### src/rtl/dac_i2s_tx.sv
// dac_i2s_tx: I2S DAC transmitter; FIFO-buffered mono samples, sent MSB-first in both half-frames
module dac_i2s_tx #(
   parameter int N     = 16,
   parameter int DEPTH = 4
) (
   input  logic                   AUD_BCLK,
   input  logic                   rst_n,
   input  logic                   AUD_DACLRCK,
   input  logic                   s_valid,
   output logic                   s_ready,
   input  logic [N-1:0]           s_data,
   output logic                   AUD_DACDAT,
   output logic [$clog2(DEPTH):0] fifo_level,
   output logic                   underflow
);
   localparam int AW = $clog2(DEPTH);
   localparam int LW = AW + 1;
   localparam int CW = $clog2(N);
   logic [N-1:0]  mem [DEPTH];
   logic [AW-1:0] wr_ptr, rd_ptr;
   logic          lrck_q;
   logic [N-1:0]  cur, shreg, w;
   logic [CW-1:0] bitcnt;
   logic          lr_edge, fall, push, pop;
   always_comb begin
      lr_edge = AUD_DACLRCK != lrck_q;
      fall    = lr_edge && !AUD_DACLRCK;
      s_ready = fifo_level < LW'(DEPTH);
      push    = s_valid && s_ready;
      pop     = fall && fifo_level != '0;
      w       = pop ? mem[rd_ptr] : cur;
   end
   always_ff @(posedge AUD_BCLK)
      if (push) mem[wr_ptr] <= s_data;
   // lrck_q tracks the pin through reset so release never fakes an edge
   always_ff @(posedge AUD_BCLK)
      lrck_q <= AUD_DACLRCK;
   always_ff @(posedge AUD_BCLK) begin
      if (!rst_n) begin
         wr_ptr     <= '0;
         rd_ptr     <= '0;
         fifo_level <= '0;
         cur        <= '0;
         shreg      <= '0;
         bitcnt     <= '0;
         AUD_DACDAT <= 1'b0;
         underflow  <= 1'b0;
      end else begin
         if (push) wr_ptr <= wr_ptr + 1'b1;
         if (pop) begin
            rd_ptr <= rd_ptr + 1'b1;
            cur    <= mem[rd_ptr];
         end
         fifo_level <= fifo_level + LW'(push) - LW'(pop);
         underflow  <= fall && fifo_level == '0;
         // any edge restarts the word, truncating one still in flight
         if (lr_edge) begin
            AUD_DACDAT <= w[N-1];
            shreg      <= {w[N-2:0], 1'b0};
            bitcnt     <= CW'(N - 1);
         end else if (bitcnt != '0) begin
            AUD_DACDAT <= shreg[N-1];
            shreg      <= {shreg[N-2:0], 1'b0};
            bitcnt     <= bitcnt - 1'b1;
         end else begin
            AUD_DACDAT <= 1'b0;
         end
      end
   end
endmodule

### config.mk
export PLATFORM = sky130hd
export DESIGN_NAME = dac_i2s_tx
export DESIGN_NICKNAME = d
export VERILOG_FILES = /design/src/rtl/dac_i2s_tx.sv
export SDC_FILE = /design/constraint.sdc
export NUM_CORES = 1
export LEC_CHECK = 0
export BUFFER_PORTS_ARGS = -buffer_cell sky130_fd_sc_hd__buf_2
export CORE_AREA = 5 5 79 118
export DETAILED_ROUTE_END_ITERATION = 16
export DIE_AREA = 0 0 84 123
export GPL_TIMING_DRIVEN = 0
export PLACE_DENSITY = 0.76
export SYNTH_ARGS = -nofsm -noshare
export SYNTH_HDL_FRONTEND = slang
export SYNTH_SLANG_ARGS = --single-unit
### constraint.sdc
create_clock -name AUD_BCLK -period 2.25 [get_ports AUD_BCLK]
set_clock_uncertainty 0.05 [all_clocks]
set_input_delay 0.3375 -clock AUD_BCLK [delete_from_list [all_inputs] [get_ports AUD_BCLK]]
set_output_delay 0.3375 -clock AUD_BCLK [all_outputs]
set_load 0.02 [all_outputs]
Yosys cells after proc, flatten, opt, wreduce, memory -nomap -nowiden
Memories as Yosys holds them, arrays and structs flattened. A register that Yosys moved wholly into a read port is not among the register bits.
Index checks and enable logic that the tools add are counted.

storage, ports and cells
  register bits = 45
  output and inout port bits = 6
  memories kept = 1
  memory bits (writable) = 64

memory list
  name  words  bits a word  read ports  clocked after memory_dff  wr ports  line  RTL
  mem   4      16           1           1                         1         19    logic [N-1:0] mem [DEPTH];

cells by class
  reductions and logical operators = 9
  eq/ne operators = 1
  magnitude comparators = 1
  mux-type cells = 11
  $add $sub $neg = 5

operator list
  cell                   number
  $mux W16               3
  $mux W4                2
  $add A2 B1 Y2 const B  2
  $logic_and A1 B1 Y1    4
  $mux W1                4
  $mux W2                2
  $reduce_bool A4 Y1     1
  $sub A4 B1 Y4 const B  1
  $add A3 B1 Y3          1
  $logic_not A3 Y1       1
  $lt A3 B3 Y1 const B   1
  $reduce_bool A3 Y1     1
  $sub A3 B1 Y3          1
  $reduce_bool A2 Y1     1
  $logic_not A1 Y1       1
  $ne A1 B1 Y1           1

Depth between registers and ports, before layout
  depth after elaboration = 5
  mapped depth = 12
  gate-level depth less buffers = 10

Least setup slack after synthesis
No wires, ideal clock.

  path type = reg-to-reg
  start = register fifo_level[1]
  end = register fifo_level[2]
  stages on the path, launching flop included = 11
  path slack = -0.028 ns
  data required time = 2.085 ns
  path buffers = 2
  arrival time = 2.113 ns
  path through = dfxtp_1 > o31a_1 > buf_6 > buf_6 > nand2b_1 > nand2_1 > ha_1 > fa_1 > xnor2_1 > xnor2_1 > and2_1

between the ends
  cells in the longest elaborated chain, start to end = 4
  elaborated cells between the ends (all ways) = 6

ends and longest elaborated chain
  element                 line  RTL
  from (decl)             13    output logic [$clog2(DEPTH):0] fifo_level,
  from (signal assigned)  54    fifo_level <= fifo_level + LW'(push) - LW'(pop);
  $lt A3 B3 Y1            28    s_ready = fifo_level < LW'(DEPTH);
  $logic_and A1 B1 Y1     29    push = s_valid && s_ready;
  $add A3 B1 Y3           54
  $sub A3 B1 Y3 *         54

Mark *: on every way between the ends. The rest lies on a longest branch, timed or not.
A chain may end at the register's enable or synchronous reset.

Worst setup path after layout
  start = register fifo_level[2]
  end = register fifo_level[2]

Same word-level chain as after synthesis.

==> results.py <==
metrics = {
    "outcome": {
        "status": "completed",
    },
    "timing": {
        "tns_ns": 0,
        "finalHoldViolCount": 0,
        "maxSlewViolCount": 0,
        "slew_headroom_pct": 41.4,
        "fin_crit_sh_pct": 94.8,
        "grt_setup_unrepaired": "no",
        "setup_viol": 0,
        "layout_setup_ws_ns": 0.117,
        "worst_pin_slew_ns": 0.878,
        "fin_crit_ns": 2.13,
        "fmax_mhz": 469,
    },
    "min_path": {
        "min_path_type": "primary input to flop",
        "hold_path_depth": 1,
    },
    "routing": {
        "drt_iter0_markers": 123,
        "wl_per_cell_microns": 16.4,
        "postRouteAntennaNets": 0,
        "drc": 0,
        "vias": 2358,
        "via_per_inst": 5.45,
        "drt_pre_antenna_iters": 4,
        "drt-total-wl_microns": 7120,
    },
    "setup_path": {
        "cp-end-kind": "flop",
        "cp.arrival_ns": 2.32,
        "cp_max_fo": 8,
        "criticalPathCategory": "flop to flop",
        "worst_setup_path_start_kind": "flop",
        "crit_required_ns": 2.43,
        "reg2reg_depth": 9,
    },
    "synth": {
        "yosysTopAreaCell": "edfxtp_1",
        "ys_warn_count": 0,
        "synth_top_flop_cell": "edfxtp_1",
        "synth-seq-cells": 111,
        "synth_cells": 286,
        "synthTopCellsByArea": "edfxtp_1 (45%), dfxtp_1 (22%), mux4_1 (4.9%), mux4_2 (4.2%), mux2i_1 (4.0%)",
        "synth.avg_cell_area_sq_um": 15.1,
        "synth-edff-count": 64,
        "netlist_area_sq_um": 4310,
        "async_flop_share_pct": 0,
        "synth_fp_nets": 314,
        "ys_seq_area_share_pct": 66.5,
        "yosysUniqueCellTypes": 38,
        "synth_top_cell_area_share_pct": 44.6,
    },
    "layout": {
        "fin_area_sq_um": 4820,
        "drive_gt1_share_pct": 16.6,
        "layout_common_cells": "edfxtp_1 (64), dfxtp_1 (44), buf_2 (28), nor2_1 (19), mux2i_1 (17)",
        "nets": 349,
        "final_core_util_pct": 58.7,
        "regArea_sq_um": 2870,
        "num-fill-cells": 659,
        "final_common_cell": "edfxtp_1",
        "syn_to_final_growth_pct": 11.9,
        "multi_input_area_sq_um": 1300,
        "diodes": 0,
    },
    "place": {
        "pre_cts_ws_ns": -0.209,
        "io_buffers": 25,
        "place_hpwl_microns": 4910,
        "place.gp.congestion": 0.757,
        "postPlaceCellArea_sq_um": 4570,
    },
    "power_and_ir_drop": {
        "vdd_drop_max_mv": 0.724,
        "finalPower_mw": 4.71,
        "power_leakage_nw": 1.67,
        "powerDensity_nw_per_um2": 977,
    },
    "die": {
        "num_rows": 41,
        "io_pins": 26,
        "die_w_microns": 84,
        "die_area_sq_um": 10300,
        "die_y_microns": 123,
        "start_util_pct": 52.5,
        "coreArea_sq_um": 8210,
    },
    "global_route": {
        "grt_pass1_vias": 2422,
        "grt_usage_pct": 14.9,
        "antenna_found_initial": 0,
        "grt_max_degree": 17,
        "globalRouteOverflowTotal": 0,
        "grt_pass1_wl_microns": 11700,
    },
    "clock_tree": {
        "tritoncts": "done",
        "insertion_delay_ns": 0.34,
        "cts_inserted_buffers": 9,
        "htreeDepth": 3,
        "path_clk_slew_ns": 0.06,
        "ctsHoldBuffers": 0,
        "clockBufferDepth": 2,
        "cts-root-buf": "clkbuf_16",
        "clock_sinks": 111,
    },
    "run": {
        "maxCapViolations": 0,
    },
}
## per-stage QoR
step / hold slack [ns] / std cells
floorplan: 0.315 / 286
detailed placement: 0.401 / 418
global route: 0.0570 / 433
CTS: 0.0530 / 434
global placement: 0.390 / 418
finish: 0.0613 / 433
## power breakdown
| group | total, mW | internal (mW) | switching (mW) |
|---|---|---|---|
| Sequential | 2.50 | 2.40 | 0.102 |
| Clock | 1.38 | 0.751 | 0.631 |
| Combinational | 0.825 | 0.379 | 0.446 |
## flip-flops by register name, indices dropped and copies added (netlist names), named ones only
name and flops:
wr_ptr 2, cur 16, shreg 15, lrck_q 1
fifo_level 3, bitcnt 4, AUD_DACDAT 1, mem 64
underflow 1, rd_ptr 2
## synthesized netlist by cell type, types with 2 or more instances
library cell,number
nand2_1,9
buf_6,3
mux2i_1,17
and2_1,7
nand2b_1,3
dfxtp_1,47
clkbuf_1,9
o21ai_0,9
buf_2,3
mux4_2,8
xnor2_1,5
a21oi_1,12
o32ai_1,2
mux4_1,8
nor2_1,19
a211oi_1,15
edfxtp_1,64
a31oi_1,2
inv_1,9
nor3_1,9
nor4bb_1,3
ha_1,7
## cells by family after synthesis
group | share of synthesized area (%)
AOI/OAI and AO/OA | 6.66
and+or+nand+nor | 6.89
DFF | 66.5
xor gates and xnor gates | 1.02
adders and majority gates | 2.50
buffers and inverters | 3.43
muxes | 13.0
## cell type report
type,count,area share (%)
clock inverter,1,0.104
clock buffer,15,5.14
sequential,111,59.5
timing repair buffer,25,2.60
buffer,16,2.05
tap,107,2.78
multi-input combinational,148,27.0
inverter,10,0.779
## final timing paths
check	slack, ns	endpoint	start
worst min register to register	0.41	cur[3]$_SDFF_PN0_	cur[3]$_SDFF_PN0_
worst max-delay path	0.12	fifo_level[2]$_SDFF_PN0_	fifo_level[2]$_SDFF_PN0_
worst max register to register	0.12	fifo_level[2]$_SDFF_PN0_	fifo_level[2]$_SDFF_PN0_
worst min-delay path	0.06	lrck_q$_DFF_P_	AUD_DACLRCK
## timing repair
item,CTS,global route
buffers inserted,0,0
gates resized for setup,1,0
endpoints found under the setup margin,1,1
## per-layer routing
metal,wire [microns],track usage (%),up-vias
met5,0,0,-
met4,182,8.45,0
met3,177,2.87,12
met2,3850,26.6,33
met1,2910,16.5,1160
li1,-,-,1153
## worst max-delay path: stages, from the launching register on
cell and delay, ns:
dfxtp_2 0.36, nor2b_1 0.11, clkbuf_1 0.28, nand2b_4 0.20, nand2_1 0.05, ha_1 0.18, fa_1 0.37, xnor2_1 0.14
xnor2_1 0.12, and2_1 0.15
No activity file was read; power rests on OpenSTA's default activity.
